[src/rtl/fir_mc_engine_if.sv]
// Sample handshake, result strobe and coefficient register bus of fir_mc_engine.
// The engine connects through the slave modport; the driving side uses master.
interface fir_mc_engine_if #(
  parameter int DATA_W = 12,
  parameter int COEF_W = 12,
  parameter int CHAN_W = 2
);
  logic                     In_valid;
  logic                     In_ready;
  logic [CHAN_W-1:0]        In_chan;
  logic signed [DATA_W-1:0] Din;
  logic                     Out_valid;
  logic [CHAN_W-1:0]        Out_chan;
  logic signed [DATA_W-1:0] Dout;
  logic                     Chan_err;
  logic                     load;
  logic [7:0]               write_address;
  logic [COEF_W-1:0]        write_value;
  logic [7:0]               read_address;
  logic [COEF_W-1:0]        read_value;

  modport slave (
    input  In_valid, In_chan, Din, load, write_address, write_value, read_address,
    output In_ready, Out_valid, Out_chan, Dout, Chan_err, read_value
  );

  modport master (
    output In_valid, In_chan, Din, load, write_address, write_value, read_address,
    input  In_ready, Out_valid, Out_chan, Dout, Chan_err, read_value
  );
endinterface

[src/rtl/fir_mc_engine.sv]
// Time-multiplexed single-MAC multi-channel FIR with a shared, register-loaded coefficient bank.
// Build option COEF_SHADOW_EN: coefficient writes land in a shadow bank copied to the active bank in IDLE.
module fir_mc_engine #(
  parameter int DATA_W     = 12,
  parameter int COEF_W     = 12,
  parameter int TAPS       = 16,
  parameter int CHANNELS   = 2,
  parameter int FRAC_SHIFT = 10
) (
  input  logic           Clk,
  input  logic           Rst_n,
  input  logic           Hlt,
  fir_mc_engine_if.slave bus
);
  localparam int ACC_W  = DATA_W + COEF_W + $clog2(TAPS);
  localparam int PROD_W = DATA_W + COEF_W;
  localparam int CHAN_W = $clog2(CHANNELS) + 1;
  localparam int CIDX_W = (CHANNELS > 1) ? $clog2(CHANNELS) : 1;
  localparam int K_W    = (TAPS > 1) ? $clog2(TAPS) : 1;

  localparam logic [7:0]               TAPS_A   = 8'(TAPS);
  localparam logic [CHAN_W-1:0]        CHAN_LIM = CHAN_W'(CHANNELS);
  localparam logic [K_W-1:0]           K_LAST   = K_W'(TAPS - 1);
  localparam logic signed [ACC_W-1:0]  RND      = ACC_W'(1 << (FRAC_SHIFT - 1));
  localparam logic signed [DATA_W-1:0] DOUT_MAX = {1'b0, {(DATA_W-1){1'b1}}};
  localparam logic signed [DATA_W-1:0] DOUT_MIN = {1'b1, {(DATA_W-1){1'b0}}};

  typedef enum logic [1:0] {IDLE, MAC, OUT} state_t;
  state_t state_q, state_d;

  logic signed [DATA_W-1:0] x_mem [CHANNELS][TAPS];
  logic signed [COEF_W-1:0] h_act [TAPS];
  logic signed [ACC_W-1:0]  acc_q;
  logic [K_W-1:0]           k_q;
  logic [CHAN_W-1:0]        chan_q;
  logic signed [DATA_W-1:0] dout_q;
  logic                     out_valid_q;
  logic                     chan_err_q;

  logic                     accept_ok, accept_bad, mac_en, out_en, coef_we;
  logic [CIDX_W-1:0]        in_idx, cur_idx;
  logic [K_W-1:0]           waddr, raddr;
  logic signed [PROD_W-1:0] prod;
  logic signed [ACC_W-1:0]  rnd_sum, shifted;
  logic signed [DATA_W-1:0] sat_val;

  assign in_idx  = bus.In_chan[CIDX_W-1:0];
  assign cur_idx = chan_q[CIDX_W-1:0];
  assign waddr   = bus.write_address[K_W-1:0];
  assign raddr   = bus.read_address[K_W-1:0];
  assign coef_we = bus.load && (bus.write_address < TAPS_A);

  assign bus.In_ready   = (state_q == IDLE) && !Hlt;
  assign bus.Out_valid  = out_valid_q;
  assign bus.Out_chan   = chan_q;
  assign bus.Dout       = dout_q;
  assign bus.Chan_err   = chan_err_q;
  assign bus.read_value = (bus.read_address < TAPS_A) ? h_act[raddr] : '0;

  always_ff @(posedge Clk or negedge Rst_n) begin
    if (!Rst_n) state_q <= IDLE;
    else        state_q <= state_d;
  end

  always_comb begin
    state_d    = state_q;
    accept_ok  = 1'b0;
    accept_bad = 1'b0;
    mac_en     = 1'b0;
    out_en     = 1'b0;
    case (state_q)
      IDLE: if (bus.In_valid && !Hlt) begin
        if (bus.In_chan < CHAN_LIM) begin
          accept_ok = 1'b1;
          state_d   = MAC;
        end else begin
          accept_bad = 1'b1;
        end
      end
      MAC: if (!Hlt) begin
        mac_en = 1'b1;
        if (k_q == K_LAST) state_d = OUT;
      end
      OUT: if (!Hlt) begin
        out_en  = 1'b1;
        state_d = IDLE;
      end
      default: state_d = IDLE;
    endcase
  end

  assign prod = PROD_W'(x_mem[cur_idx][k_q]) * PROD_W'(h_act[k_q]);

  // Round half up by biasing before the arithmetic shift, then clamp to the output range.
  always_comb begin
    rnd_sum = acc_q + RND;
    shifted = rnd_sum >>> FRAC_SHIFT;
    if (shifted > ACC_W'(DOUT_MAX))      sat_val = DOUT_MAX;
    else if (shifted < ACC_W'(DOUT_MIN)) sat_val = DOUT_MIN;
    else                                 sat_val = shifted[DATA_W-1:0];
  end

  always_ff @(posedge Clk or negedge Rst_n) begin
    if (!Rst_n) begin
      acc_q       <= '0;
      k_q         <= '0;
      chan_q      <= '0;
      dout_q      <= '0;
      out_valid_q <= 1'b0;
      chan_err_q  <= 1'b0;
      for (int unsigned c = 0; c < CHANNELS; c++)
        for (int unsigned t = 0; t < TAPS; t++)
          x_mem[CIDX_W'(c)][K_W'(t)] <= '0;
    end else begin
      out_valid_q <= 1'b0;
      chan_err_q  <= accept_bad;
      if (accept_ok) begin
        for (int unsigned t = 1; t < TAPS; t++)
          x_mem[in_idx][K_W'(t)] <= x_mem[in_idx][K_W'(t - 1)];
        x_mem[in_idx][K_W'(0)] <= bus.Din;
        acc_q  <= '0;
        k_q    <= '0;
        chan_q <= bus.In_chan;
      end
      if (mac_en) begin
        acc_q <= acc_q + ACC_W'(prod);
        k_q   <= k_q + K_W'(1);
      end
      if (out_en) begin
        dout_q      <= sat_val;
        out_valid_q <= 1'b1;
      end
    end
  end

`ifdef COEF_SHADOW_EN
  logic signed [COEF_W-1:0] h_sh [TAPS];

  always_ff @(posedge Clk or negedge Rst_n) begin
    if (!Rst_n) begin
      for (int unsigned t = 0; t < TAPS; t++) h_sh[K_W'(t)] <= '0;
    end else if (coef_we) begin
      h_sh[waddr] <= bus.write_value;
    end
  end

  // Whole-bank copy only while idle keeps every computation on one coefficient set.
  always_ff @(posedge Clk or negedge Rst_n) begin
    if (!Rst_n) begin
      for (int unsigned t = 0; t < TAPS; t++) h_act[K_W'(t)] <= '0;
    end else if (state_q == IDLE) begin
      for (int unsigned t = 0; t < TAPS; t++) h_act[K_W'(t)] <= h_sh[K_W'(t)];
    end
  end
`else
  always_ff @(posedge Clk or negedge Rst_n) begin
    if (!Rst_n) begin
      for (int unsigned t = 0; t < TAPS; t++) h_act[K_W'(t)] <= '0;
    end else if (coef_we) begin
      h_act[waddr] <= bus.write_value;
    end
  end
`endif
endmodule
[src/flat_wrapper.sv]
// flat-port wrapper written by rule: the top's interface ports become plain ports
module fir_mc_engine_flat 
#(
  parameter int DATA_W     = 12,
  parameter int COEF_W     = 12,
  parameter int TAPS       = 16,
  parameter int CHANNELS   = 2,
  parameter int FRAC_SHIFT = 10
)
  (Clk, Rst_n, Hlt, bus_In_valid, bus_In_chan, bus_Din, bus_load, bus_write_address, bus_write_value, bus_read_address, bus_In_ready, bus_Out_valid, bus_Out_chan, bus_Dout, bus_Chan_err, bus_read_value);
  fir_mc_engine_if #(.DATA_W(DATA_W), .COEF_W(COEF_W)) bus_i ();
  input  logic Clk;
  input  logic Rst_n;
  input  logic Hlt;
  input wire logic [$bits(bus_i.In_valid)-1:0] bus_In_valid;
  input wire logic [$bits(bus_i.In_chan)-1:0] bus_In_chan;
  input wire logic [$bits(bus_i.Din)-1:0] bus_Din;
  input wire logic [$bits(bus_i.load)-1:0] bus_load;
  input wire logic [$bits(bus_i.write_address)-1:0] bus_write_address;
  input wire logic [$bits(bus_i.write_value)-1:0] bus_write_value;
  input wire logic [$bits(bus_i.read_address)-1:0] bus_read_address;
  output wire logic [$bits(bus_i.In_ready)-1:0] bus_In_ready;
  output wire logic [$bits(bus_i.Out_valid)-1:0] bus_Out_valid;
  output wire logic [$bits(bus_i.Out_chan)-1:0] bus_Out_chan;
  output wire logic [$bits(bus_i.Dout)-1:0] bus_Dout;
  output wire logic [$bits(bus_i.Chan_err)-1:0] bus_Chan_err;
  output wire logic [$bits(bus_i.read_value)-1:0] bus_read_value;
  assign bus_i.In_valid = bus_In_valid;
  assign bus_i.In_chan = bus_In_chan;
  assign bus_i.Din = bus_Din;
  assign bus_i.load = bus_load;
  assign bus_i.write_address = bus_write_address;
  assign bus_i.write_value = bus_write_value;
  assign bus_i.read_address = bus_read_address;
  assign bus_In_ready = bus_i.In_ready;
  assign bus_Out_valid = bus_i.Out_valid;
  assign bus_Out_chan = bus_i.Out_chan;
  assign bus_Dout = bus_i.Dout;
  assign bus_Chan_err = bus_i.Chan_err;
  assign bus_read_value = bus_i.read_value;
  fir_mc_engine #(.DATA_W(DATA_W), .COEF_W(COEF_W), .TAPS(TAPS), .CHANNELS(CHANNELS), .FRAC_SHIFT(FRAC_SHIFT)) u_core (.Clk(Clk), .Rst_n(Rst_n), .Hlt(Hlt), .bus(bus_i));
endmodule
[config.mk]
export PLATFORM = sky130hd
export DESIGN_NAME = fir_mc_engine_flat
export DESIGN_NICKNAME = d
export VERILOG_FILES = /design/src/rtl/fir_mc_engine_if.sv /design/src/rtl/fir_mc_engine.sv /design/src/flat_wrapper.sv
export SDC_FILE = /design/constraint.sdc
export NUM_CORES = 1
export LEC_CHECK = 0
export CAP_MARGIN = 20
export CORE_UTILIZATION = 52
export DETAILED_ROUTE_END_ITERATION = 10
export PLACE_DENSITY = 0.73
export SYNTH_ARGS = -nofsm -noshare
export SYNTH_HDL_FRONTEND = slang
export SYNTH_SLANG_ARGS = --single-unit
export TNS_END_PERCENT = 30
[constraint.sdc]
create_clock -name Clk -period 7.7 [get_ports Clk]
set_clock_uncertainty 0.15 [all_clocks]
set_input_delay 1.155 -clock Clk [delete_from_list [all_inputs] [get_ports Clk]]
set_output_delay 1.155 -clock Clk [all_outputs]
set_load 0.03 [all_outputs]
==> reports/summary.txt <==
Delay-heaviest family, CP -> adder cells
Overall power -> 13,040 uW
Fmax -> 133.4 MHz
Hold buffers post-CTS -> 0
DR iter-0 viols -> 1,505
Met3 wire len -> 2.923 mm
TritonCTS clock tree -> built
PwrDens -> 318.7 nW/um2
Crit Path Max Fanout -> 12
Cell depth of the worst setup path -> 23
Ys async rst share -> 100.0%
DIE HEIGHT -> 266.7 um
Critical Path Source Type -> flip-flop
IO buf count -> 75
Period utilization -> 97.37%
CP Cell Sequence -> buf_12 -> buf_4 -> buf_4 -> mux4_2 -> mux4_2 -> mux2i_2 -> buf_4 -> or2_2 -> fa_1 -> fa_1 -> inv_1 -> fa_1 -> fa_1 -> fa_1 -> fa_1 -> ha_2 -> nand3_1 -> nor4_1 -> a21oi_1 -> a21oi_2 -> a311oi_1 -> xor2_1 -> o21ai_0
DRC -> 0
Row cnt -> 96
Worst slew pin tran -> 1.235 ns
Met2 wire len -> 41.16 mm
Worst reg-to-reg path cell count -> 23
Largest net degree at the start of global routing -> 192
Synth Flop Type -> dfrtp_1
Post-layout nets -> 2,923
Layout cells sized above 1 -> 38.89%
Post-synthesis sequential area ratio -> 42.98%
Number of fill cells -> 5,263
Die width -> 266.7 um
Syn Nets -> 2,878
Vias -> 21,527
Detailed Route WL -> 80.22 mm
Post-Syn Area -> 36,450 um2
Cell count after placement -> 3,475
R2R Path Start -> u_core.bus.Out_chan[0]$_DFFE_PN0P_
I/O pin cnt -> 76
Fin. max-slew vios -> 0
Worst R2R Setup Slack -> 0.20 ns
CTS Buffer Depth -> 3
Global-route wire length before repair -> 130.0 mm
Worst-Skew Late Latency -> 0.62 ns
Ys Warns -> 0
WP data required -> 8.05 ns
Number of synthesized flops with an enable pin -> 0
Routability congestion estimate -> 0.9237
Sink Count -> 626
Die area -> 71,150 um2
Vias per cell -> 5.968
Worst EP arrival -> 7.85 ns
Synth top area share -> 42.98%
Max layer used -> met4
Slowest-stage cell, CP -> mux4_2
ANT nets after route -> 0
Min-delay worst type -> reg2reg
Placed Area -> 38,350 um2
Core Region -> 68,950 um2
Final Hold Fails -> 0
Final Cell Area -> 40,900 um2
Gr usage total -> 23.38%
Post-Synthesis Cells -> 2,575
Buffer and inverter count on the worst path -> 5
Initial antenna violation count -> 4
Relative slew slack -> 17.65%
Crit path largest cell delay -> 0.53 ns
Worst VDD drop -> 0.0002916 V
Routed wire per std cell -> 22.24 um
Tmin final -> 7.497 ns
CP startpoint -> u_core.bus.Out_chan[0]$_DFFE_PN0P_
Unique cell type count in the Yosys netlist -> 55
Status -> complete, no violations
Leakage -> 0.01917 uW
H-tree level count -> 3
Final setup viols -> 0
Clock-pin slew on the worst setup and hold paths -> 0.06 ns
Vias in the first global route -> 23,569
Layout Cells excl Fill -> 3,607
Setup CP Type -> reg2reg
Starting density of the core -> 52.86%
RSZ-0062 raised after global routing -> true
Gr ovfl total -> 0
Largest cells by area after synthesis -> dfrtp_1, mux2_2, mux4_2
Hpwl dp -> 53.92 mm
Area growth syn-to-layout -> 12.21%
Seq cells post-synth -> 626
Crit path capture type -> flip-flop
Inserted Clock Buffers -> 68
Worst reg2reg path endpoint -> u_core.acc_q[25]$_DFFE_PN0P_
Syn_area_per_cell -> 14.15 um2
Most numerous cell on the critical path -> fa_1
Worst setup endpoint -> u_core.acc_q[25]$_DFFE_PN0P_
Synth area leader -> dfrtp_1
Max Cap Violations -> 0
Metal-1 WL -> 33.91 mm
Clock Root Buffer -> clkbuf_16
Drt pass-1 iters -> 6
## cell families (layout without fill, tap and decap cells)
logic type,after synthesis,in the layout,share of synthesized area [%]
and+or+nand+nor,328,328,4.367
AOI/OAI and AO/OA,134,134,2.293
muxes,837,837,33.05
adders and majority gates,256,256,12.48
xor gates and xnor gates,39,39,0.9372
other,0,2,0
buffers and inverters,355,454,3.893
DFF,626,626,42.98
## routing by layer
metal / vias up / GRT usage (%)
met5: - / 0
met4: 0 / 8.559
met3: 173 / 2.602
met2: 525 / 39.78
met1: 11547 / 31.14
li1: 9282 / -
## worst register-to-register path, delay by kind of cell, from the launching register on
family	cells	cell delay [ns]
muxes	3	1.25
and+or+nand+nor	3	0.65
DFF	1	0.46
xor gates and xnor gates	1	0.15
buffers and inverters	5	0.82
AOI/OAI and AO/OA	4	0.74
adders and majority gates	7	3.18
## flip-flops by register name (all words and copies together) (netlist names)
signal and cells:
u_core.acc_q 28, u_core.bus.Chan_err 1, u_core.h_act 192, u_core.bus.Out_valid 1, u_core.k_q 4, u_core.bus.Dout 12, u_core.state_q 2, u_core.bus.Out_chan 2
u_core.x_mem 384
## cell type report
type / instances / area (um2) / share of cell area [%]
Clock buffer: 94 / 1959 / 4.791
Inverter: 191 / 716.9 / 1.753
Antenna cell: 2 / 5.005 / 0.01224
Clock inverter: 30 / 385.4 / 0.9423
Multi-Input combinational cell: 1594 / 19480 / 47.64
Tap cell: 931 / 1165 / 2.848
Timing Repair Buffer: 139 / 1504 / 3.677
Sequential cell: 626 / 15680 / 38.34
## cells in the final DEF, fill, tap and decap left out, types with 15 or more instances in the layout
cell / n
clkbuf_8: 16
o21ai_0: 41
fa_1: 178
nor2_1: 49
buf_4: 44
ha_1: 76
nor2b_1: 72
dfrtp_1: 621
buf_12: 16
mux2_2: 588
a21oi_1: 31
clkdlybuf4s50_1: 72
xnor2_1: 25
mux4_2: 234
inv_1: 191
clkbuf_16: 69
nand2_1: 118
nand3_1: 17
clkinv_2: 15
## per-stage QoR
step	setup WS (ns)	hold slack, ns	TNS [ns]	utilization (%)
finish	0.2027	0.3324	0	59.32
global route	-0.004469	0.3658	-0.005536	59.32
CTS	0.07002	0.3400	0	59.07
detailed placement	-0.03292	0.3263	-0.04793	55.63
global placement	0.06323	0.3139	0	55.63
floorplan	0.3421	0.2998	0	-
## where the power goes
part | leakage (uW) | total (uW) | switching (uW) | internal [uW]
Sequential | 0.00861 | 3880 | 303 | 3580
Combinational | 0.00940 | 5780 | 3160 | 2620
Clock | 0.00116 | 3380 | 1370 | 2000
Total | 0.0192 | 13000 | 4840 | 8200
## cells in the mapped netlist (3+ instances only)
master,n
o211ai_1,6
nor4_1,4
nand4_1,7
nand2_1,118
xor2_1,14
nor2b_1,72
nand3_1,19
clkbuf_1,105
buf_1,17
nor3_1,11
a21oi_1,33
mux2_2,592
o21ai_0,46
xnor2_1,25
nor2_1,56
a22o_1,7
buf_2,36
inv_1,191
and2_1,6
nand2b_1,14
a211oi_1,5
fa_1,179
or2_2,5
or4_1,3
or3_1,4
and3_1,4
buf_6,5
a21o_1,3
mux4_2,234
mux2i_1,11
a31oi_1,4
ha_1,77
dfrtp_1,626
o22a_1,7
## how the worst min path moves through the flow
stage / startpoint / endpoint / slack, ns / cells after the start
2_1_floorplan: u_core.acc_q[6]$_DFFE_PN0P_ / u_core.acc_q[6]$_DFFE_PN0P_ / 0.30 / 2
3_3_place_gp: u_core.acc_q[7]$_DFFE_PN0P_ / u_core.acc_q[7]$_DFFE_PN0P_ / 0.31 / 2
3_5_place_dp: u_core.acc_q[6]$_DFFE_PN0P_ / u_core.acc_q[6]$_DFFE_PN0P_ / 0.33 / 2
4_1_cts: u_core.acc_q[6]$_DFFE_PN0P_ / u_core.acc_q[6]$_DFFE_PN0P_ / 0.34 / 2
5_1_grt: u_core.bus.Dout[0]$_DFFE_PN0P_ / u_core.bus.Dout[0]$_DFFE_PN0P_ / 0.37 / 2
6_report: u_core.acc_q[6]$_DFFE_PN0P_ / u_core.acc_q[6]$_DFFE_PN0P_ / 0.33 / 2
## timing repair
item / 4_1_cts / 5_1_grt
pin swaps: 0 / 1
gates cloned: 0 / 1
gates resized for setup: 1 / 19
setup endpoints to repair: 3 / 12
buffers inserted: 2 / 1
hold endpoints to repair: 0 / 0
(Power assumes the default switching activity.)
